## src/rtl/uart_cmd_rx_fifo.sv

```systemverilog
// UART command receiver: 2-flop synchroniser, mid-bit sampling deserialiser with
// optional parity and 1/2 stop bits, break/framing/parity detection, and a
// first-word-fall-through command FIFO with a valid/ready pop side.
//
// state    | meaning
// ---------+-------------------------------------------------------------
// S_IDLE   | line idle, waiting for a falling edge while rx_en is high
// S_START  | confirming the start bit at its mid point (glitch reject)
// S_DATA   | shifting in PAYLOAD_BITS data bits, LSB first
// S_PARITY | sampling the parity bit and latching the mismatch flag
// S_STOP   | sampling stop bit(s); frame verdict on the final sample
// S_BREAK  | line held low after a break, waiting for it to return high
module uart_cmd_rx_fifo #(
    parameter int          CLK_HZ       = 100_000_000,
    parameter int          BIT_RATE     = 256000,
    parameter int          PAYLOAD_BITS = 8,
    parameter int          PARITY       = 0,
    parameter int          STOP_BITS    = 1,
    parameter int          FIFO_DEPTH   = 8,
    parameter int unsigned RESET_CMD    = 8'hF0
) (
    input  logic                            clk,
    input  logic                            rst_n,
    input  logic                            uart_rxd,
    input  logic                            rx_en,
    output logic [PAYLOAD_BITS-1:0]         cmd_data,
    output logic                            cmd_valid,
    input  logic                            cmd_ready,
    output logic [PAYLOAD_BITS-1:0]         last_cmd,
    output logic [$clog2(FIFO_DEPTH):0]     fifo_count,
    output logic                            frame_err,
    output logic                            parity_err,
    output logic                            overflow,
    output logic                            break_det
);
    localparam int CPB = CLK_HZ / BIT_RATE;
    localparam int TW  = $clog2(CPB) + 1;
    localparam int AW  = $clog2(FIFO_DEPTH);
    localparam int CW  = AW + 1;
    localparam logic [TW-1:0]           HALF_TC = TW'(CPB / 2 - 1);
    localparam logic [TW-1:0]           FULL_TC = TW'(CPB - 1);
    localparam logic [PAYLOAD_BITS-1:0] RST_CMD = PAYLOAD_BITS'(RESET_CMD);
    localparam logic                    PAR_ODD = (PARITY == 1);

    typedef enum logic [2:0] {S_IDLE, S_START, S_DATA, S_PARITY, S_STOP, S_BREAK} state_t;

    state_t                    state_q, state_d;
    logic                      sync1_q, sync1_d, sync2_q, sync2_d;
    logic [TW-1:0]             tmr_q, tmr_d;
    logic [3:0]                bit_cnt_q, bit_cnt_d;
    logic [PAYLOAD_BITS-1:0]   shift_q, shift_d;
    logic                      par_bit_q, par_bit_d, par_bad_q, par_bad_d;
    logic                      stop_low_q, stop_low_d;
    logic [PAYLOAD_BITS-1:0]   mem_q [FIFO_DEPTH];
    logic [PAYLOAD_BITS-1:0]   mem_d [FIFO_DEPTH];
    logic [AW-1:0]             wr_ptr_q, wr_ptr_d, rd_ptr_q, rd_ptr_d;
    logic [CW-1:0]             count_q, count_d;
    logic [PAYLOAD_BITS-1:0]   cmd_data_q, cmd_data_d, last_cmd_q, last_cmd_d;
    logic                      fe_q, fe_d, pe_q, pe_d, ov_q, ov_d, bk_q, bk_d;
    logic                      rxs, push_req, push, pop, full, stop_any;

    assign rxs = sync2_q;

    // Deserialiser next-state, timer and frame verdict
    always_comb begin
        state_d    = state_q;
        tmr_d      = tmr_q + TW'(1);
        bit_cnt_d  = bit_cnt_q;
        shift_d    = shift_q;
        par_bit_d  = par_bit_q;
        par_bad_d  = par_bad_q;
        stop_low_d = stop_low_q;
        push_req   = 1'b0;
        fe_d       = 1'b0;
        pe_d       = 1'b0;
        bk_d       = 1'b0;
        stop_any   = stop_low_q | ~rxs;
        sync1_d    = uart_rxd;
        sync2_d    = sync1_q;
        case (state_q)
            S_IDLE: begin
                tmr_d = '0;
                if (rx_en && !rxs) state_d = S_START;
            end
            S_START: begin
                if (tmr_q == HALF_TC) begin
                    tmr_d     = '0;
                    bit_cnt_d = '0;
                    state_d   = rxs ? S_IDLE : S_DATA;
                end
            end
            S_DATA: begin
                if (tmr_q == FULL_TC) begin
                    tmr_d     = '0;
                    shift_d   = {rxs, shift_q[PAYLOAD_BITS-1:1]};
                    bit_cnt_d = bit_cnt_q + 4'd1;
                    if (bit_cnt_q == 4'(PAYLOAD_BITS - 1)) begin
                        bit_cnt_d  = '0;
                        par_bit_d  = 1'b0;
                        par_bad_d  = 1'b0;
                        stop_low_d = 1'b0;
                        state_d    = (PARITY != 0) ? S_PARITY : S_STOP;
                    end
                end
            end
            S_PARITY: begin
                if (tmr_q == FULL_TC) begin
                    tmr_d     = '0;
                    par_bit_d = rxs;
                    par_bad_d = rxs ^ (^shift_q) ^ PAR_ODD;
                    state_d   = S_STOP;
                end
            end
            S_STOP: begin
                if (tmr_q == FULL_TC) begin
                    tmr_d = '0;
                    if (bit_cnt_q == 4'(STOP_BITS - 1)) begin
                        state_d = S_IDLE;
                        if ((shift_q == '0) && !par_bit_q && stop_any) begin
                            bk_d    = 1'b1;
                            state_d = S_BREAK;
                        end else if (stop_any) begin
                            fe_d = 1'b1;
                        end else if (par_bad_q) begin
                            pe_d = 1'b1;
                        end else begin
                            push_req = 1'b1;
                        end
                    end else begin
                        stop_low_d = stop_any;
                        bit_cnt_d  = bit_cnt_q + 4'd1;
                    end
                end
            end
            S_BREAK: begin
                tmr_d = '0;
                if (rxs) state_d = S_IDLE;
            end
            default: state_d = S_IDLE;
        endcase
    end

    // FIFO pointers, occupancy, head register and overflow decision
    always_comb begin
        pop        = (count_q != '0) && cmd_ready;
        full       = (count_q == CW'(FIFO_DEPTH));
        push       = push_req && (!full || pop);
        ov_d       = push_req && full && !pop;
        mem_d      = mem_q;
        wr_ptr_d   = wr_ptr_q;
        rd_ptr_d   = rd_ptr_q;
        count_d    = count_q;
        cmd_data_d = cmd_data_q;
        last_cmd_d = last_cmd_q;
        if (push) begin
            mem_d[wr_ptr_q] = shift_q;
            wr_ptr_d        = wr_ptr_q + AW'(1);
            last_cmd_d      = shift_q;
        end
        if (pop) rd_ptr_d = rd_ptr_q + AW'(1);
        if (push && !pop) count_d = count_q + CW'(1);
        if (pop && !push) count_d = count_q - CW'(1);
        // Head register holds its last value when the FIFO drains empty.
        if (pop) begin
            if (count_q == CW'(1)) begin
                if (push) cmd_data_d = shift_q;
            end else begin
                cmd_data_d = mem_q[rd_ptr_q + AW'(1)];
            end
        end else if ((count_q == '0) && push) begin
            cmd_data_d = shift_q;
        end
    end

    // State and datapath registers
    always_ff @(posedge clk or negedge rst_n) begin
        if (!rst_n) begin
            state_q    <= S_IDLE;
            sync1_q    <= 1'b1;
            sync2_q    <= 1'b1;
            tmr_q      <= '0;
            bit_cnt_q  <= '0;
            shift_q    <= '0;
            par_bit_q  <= 1'b0;
            par_bad_q  <= 1'b0;
            stop_low_q <= 1'b0;
            for (int i = 0; i < FIFO_DEPTH; i++) mem_q[i] <= '0;
            wr_ptr_q   <= '0;
            rd_ptr_q   <= '0;
            count_q    <= '0;
            cmd_data_q <= '0;
            last_cmd_q <= RST_CMD;
            fe_q       <= 1'b0;
            pe_q       <= 1'b0;
            ov_q       <= 1'b0;
            bk_q       <= 1'b0;
        end else begin
            state_q    <= state_d;
            sync1_q    <= sync1_d;
            sync2_q    <= sync2_d;
            tmr_q      <= tmr_d;
            bit_cnt_q  <= bit_cnt_d;
            shift_q    <= shift_d;
            par_bit_q  <= par_bit_d;
            par_bad_q  <= par_bad_d;
            stop_low_q <= stop_low_d;
            mem_q      <= mem_d;
            wr_ptr_q   <= wr_ptr_d;
            rd_ptr_q   <= rd_ptr_d;
            count_q    <= count_d;
            cmd_data_q <= cmd_data_d;
            last_cmd_q <= last_cmd_d;
            fe_q       <= fe_d;
            pe_q       <= pe_d;
            ov_q       <= ov_d;
            bk_q       <= bk_d;
        end
    end

    assign cmd_data   = cmd_data_q;
    assign cmd_valid  = (count_q != '0);
    assign last_cmd   = last_cmd_q;
    assign fifo_count = count_q;
    assign frame_err  = fe_q;
    assign parity_err = pe_q;
    assign overflow   = ov_q;
    assign break_det  = bk_q;
endmodule

```

## config.mk

```make
export PLATFORM = sky130hd
export DESIGN_NAME = uart_cmd_rx_fifo
export DESIGN_NICKNAME = d
export VERILOG_FILES = /design/src/rtl/uart_cmd_rx_fifo.sv
export SDC_FILE = /design/constraint.sdc
export NUM_CORES = 1
export LEC_CHECK = 0
export ABC_AREA = 1
export CORE_MARGIN = 1.5
export CORE_UTILIZATION = 65
export CTS_CLUSTER_SIZE = 25
export DETAILED_ROUTE_END_ITERATION = 6
export PLACE_DENSITY_LB_ADDON = 0.12
export SETUP_SLACK_MARGIN = 0.4
export SLEW_MARGIN = 25
export SYNTH_ARGS = -nofsm -noshare
export SYNTH_HDL_FRONTEND = slang
export SYNTH_SLANG_ARGS = --single-unit
```

## constraint.sdc

```tcl
create_clock -name clk -period 5 [get_ports clk]
set_clock_uncertainty 0.15 [all_clocks]
set_input_delay 1 -clock clk [delete_from_list [all_inputs] [get_ports clk]]
set_output_delay 1 -clock clk [all_outputs]
set_load 0.005 [all_outputs]
```

**After elaboration in Yosys (flattened, before gate mapping)**

Index checks and enable logic that the tools add are counted.

- Register bits: 124
- Latch bits: 0
- Bits in writable memories: 0
- Bits in read-only memories: 0
- Input port bits: 5
- Output and inout port bits: 25
- Logic and storage cells: 158
- Memories: 0

- $add $sub $neg: 6
- Multipliers: 0
- Divide/modulo/power cells: 0
- $lt $le $gt $ge: 3
- Equal/unequal tests: 20
- Shift-type cells: 0
- Mux-type cells: 62
- Bitwise operators: 5
- Reductions and logical operators: 36

Operators with widths:

| cell | count |
|---|---|
| 64-bit bitwise mux | 1 |
| 8-bit 2-to-1 mux | 7 |
| 10-bit case mux with 3 select lines | 1 |
| 4-bit 2-to-1 mux | 7 |
| 1-bit 2-to-1 mux | 27 |
| 3-bit 2-to-1 mux | 9 |
| 8-bit binary-select mux with 3-bit select | 1 |
| 8-bit demux with 3-bit select | 1 |
| 10-bit 2-to-1 mux | 2 |
| 2-bit inequality test (second input constant) | 9 |
| 3-bit case mux with 6 select lines | 1 |
| 4-bit case mux with 3 select lines | 1 |
| 1-bit logical AND | 11 |
| 10-bit by 1-bit adder with 10-bit output (second input constant) | 1 |
| 10-bit by 8-bit == test with 1-bit output (second input constant) | 1 |
| 10-bit by 9-bit == test with 1-bit output (second input constant) | 1 |
| 5-bit AND reduction | 2 |
| 4-bit by 1-bit adder with 4-bit output (second input constant) | 2 |
| 4-bit >= comparator (second input constant) | 2 |
| 4-bit logical NOT | 2 |
| 8-bit logical NOT | 1 |
| 3-bit NOT with 4-bit output | 2 |
| 8-bit AND reduction | 1 |
| 2-bit nonzero test | 4 |
| other kinds (25) | 35 |

**Logic depth before layout (Yosys ltp)**

- Depth in word-level cells: 11
- Gate-level depth with buffers: 12

**Least setup slack after synthesis**

OpenSTA, ideal clock, no wires.

- Path type: input to register
- Start: input port cmd_ready
- End: register mem_q[0] (netlist name)
- Arrival time: 1.859 ns
- Path slack: 2.873 ns
- Stages on the path: 6
- Path buffers: 1
- Cell sequence: inv_1 > nand4_1 > clkbuf_1 > nand4_1 > nand2_1 > nand2_1

- Cells in the longest elaborated chain, start to end: 3

RTL lines:

| element | line | source |
|---|---|---|
| start: declaration | 28 | `input logic cmd_ready,` |
| 1-bit logical AND | 145 | `pop = (count_q != '0) && cmd_ready;` |
| 1-bit logical OR | 147 | `push = push_req && (!full \|\| pop);` |
| 1-bit logical AND | 147 |  |
| end signal: assignment | 207 | `mem_q <= mem_d;` |
| end: declaration | 54 | `logic [PAYLOAD_BITS-1:0] mem_q [FIFO_DEPTH];` |

No other way between the ends.
A chain may end at the register's enable or synchronous reset.

**Final worst setup path**

- Start: register count_q[0], in the netlist fifo_count[0]
- End: output port cmd_valid

- Cells in the longest elaborated chain, start to end: 1

RTL lines:

| element | line | source |
|---|---|---|
| start: declaration | 57 | `logic [CW-1:0] count_q, count_d;` |
| start signal: assignment | 210 | `count_q <= count_d;` |
| 4-bit nonzero test | 221 | `assign cmd_valid = (count_q != '0);` |
| end: declaration | 27 | `output logic cmd_valid,` |

No other way between the ends.

==> out/metrics.yaml <==
outcome: "finished clean"
post-cts-setup-buffers: 0
clkTransAtPathRegs_ps: 60
vias: 6042
drt_iter0_drc: 577
clock-sinks: 124
vdd_drop_max_v: 0.0002577
die_h_um: 103.8
n_antenna_cell: 0
initial_core_util: 0.6728
p_per_area_nw_per_um2: 337.5
path_class: "flop to output port"
wl_per_cell_um: 16.52
ys_ff_latch: 124
grt_pass1_wl_um: 28080
syn_area_per_cell_um2: 7.736
nNetsFinal: 889
grt_pass1_vias: 5704
ant_nets: 0
core_area_um2: 9819
clockBufferDepth: 2
reg2reg_from: "rd_ptr_q[0]$_DFFE_PN0N_"
drv_cap: 0
synth_edf_count: 0
cp-end-kind: "output port"
slew_viol_final: 0
synth_area_leaders: "dfrtp_1, nand2_1, nand4_1"
max_freq_mhz: 323.3
tritoncts: "built"
rsz0062_at_grt: "false"
synth_top_flop_cell: "dfrtp_1"
min_path_type: "input pin to asynchronous set/reset pin"
placementRows: 36
area_delta_synth_final_pct: 12.94
grt_max_degree: 77
cellLeakagePower_nw: 3.774
gp_congestion: 0.9201
ys_seq_area_frac: 0.4708
synth_area_leader_cell: "dfrtp_1"
syn_inst: 854
fin_crit_ps: 3093
final_cells: 1016
yosysUniqueCellTypes: 33
dieArea_um2: 10780
antenna_found_initial: 0
via_per_inst: 5.947
wl_um: 16780
io-pin-count: 30
clock_latency_ps: 530
required_ps: 3850
path_max_fanout: 6
critPathSlowestCell: "clkdlybuf4s50_1"
ys_warn_count: 0
synth_common_cells: "nand2_1, dfrtp_1, nand4_1"
start_kind: "flop"
period_share: 0.6186
drt_pass1_iterations: 5
syn_nets: 873
hold_buffers: 0
yosysMostFrequentCell: "nand2_1"
slew_headroom: 0.3094
crit_path_max_incr_delay_ps: 500
worstMarginPinSlew_ps: 1035
startpoint: "fifo_count[0]$_DFFE_PN0P_"
ctsHtreeMaxLevel: 4
setup-tns-final_ps: 0
io_buffer_count: 29
drive_gt1_frac: 0.08267
drcViolationCount: 0
synth.top_cell.area_share: 0.4470
grtUsageTotal: 0.3260
root_buffer: "clkbuf_8"
finalSetupViolCount: 0
cp.arrival_ps: 1940
rrSetupSlack_ps: 2210
overflow: 0
dp_hpwl_um: 10460
async_flop_share: 1.000
syn_area_um2: 6606
power_mw: 2.518
die_width_um: 103.8
hold_viol_final: 0
post_cts_resized: 0
cts_made_buffers: 17
path_cells: "inv_1 -> ha_1 -> nand3_2 -> clkdlybuf4s50_1"
dp.cells: 983
per-stage QoR:
stage	util	worst slack, ps	instance area, um^2	hold WS (ps)
after global placement	0.7011	1751	6884	195.6
after CTS	0.7570	1897	7433	202.8
after floorplan	-	2873	6606	195.2
after detailed placement	0.7011	1698	6884	197.2
after global routing	0.7598	1844	7461	202.4
final	0.7598	1907	7461	197.5
sequential cells by signal, indices dropped and copies added, names as in the netlist:
register	count
last_cmd	8
par_bad_q	1
state_q	3
wr_ptr_q	3
shift_q	8
fifo_count	4
parity_err	1
bit_cnt_q	4
mem_q	64
rxs	1
break_det	1
stop_low_q	1
par_bit_q	1
sync1_q	1
overflow	1
frame_err	1
cmd_data	8
rd_ptr_q	3
tmr_q	10
worst max-delay path, delay by kind of cell (launching register included):
family,cells,cell delay [ps]
buffers and inverters,2,610
DFF,1,440
adders and majority gates,1,260
and+or+nand+nor,1,110
power by group:
group / switching (mW) / internal [mW] / total (mW)
clock network: 0.427 / 0.708 / 1.14
logic: 0.229 / 0.0874 / 0.317
registers: 0.0356 / 1.03 / 1.07
total: 0.692 / 1.83 / 2.52
metal layers:
layer  vias to the layer above  wire length (um)  global-route usage
met3                        65              1719             0.07741
li1                       2816                 -                   -
met2                       368              7522              0.4811
met1                      2793              7017              0.4698
met4                         0               521              0.1220
met5                         -                 0                   0
final timing paths:
kind                                      endpoint  cells after the start
setup / recovery                         cmd_valid                      4
hold / removal                  overflow$_DFF_PN0_                      1
setup reg to reg           cmd_data[2]$_DFFE_PN0P_                      9
hold reg to reg                      rxs$_DFF_PN1_                      0
max in group asynchronous     mem_q[3]$_DFFE_PN0P_                      3
min in group clk                     rxs$_DFF_PN1_                      0
cell type report:
type | count | area, um^2
sequential | 124 | 3110
clock buffer | 25 | 484.2
tap | 133 | 166.4
timing repair buffer | 35 | 352.8
fill | 756 | 2359
clock inverter | 7 | 65.06
inverter | 66 | 252.7
multi-input combinational | 626 | 3029
logic make-up after synthesis:
group	share of synthesized area
AND/OR/NAND/NOR	0.3699
flip-flops	0.4708
buffers and inverters	0.07064
AO/OA/AOI/OAI	0.03561
XOR/XNOR	0.02652
adder cells (fa/ha/maj)	0.02652
layout by cell type, fill, tap and decap left out, drive strengths merged, types with 2 or more instances in the layout:
master,count
buf,7
clkbuf,25
clkdlybuf4s50,28
clkinv,5
clkinvlp,2
dfrtp,118
dfstp,6
ha,14
inv,65
nand2,330
nand3,68
nand3b,2
nand4,78
nor2,63
nor3,4
o21ai,42
xnor2,5
xor2,15
No activity file was read; power rests on OpenSTA's default activity.
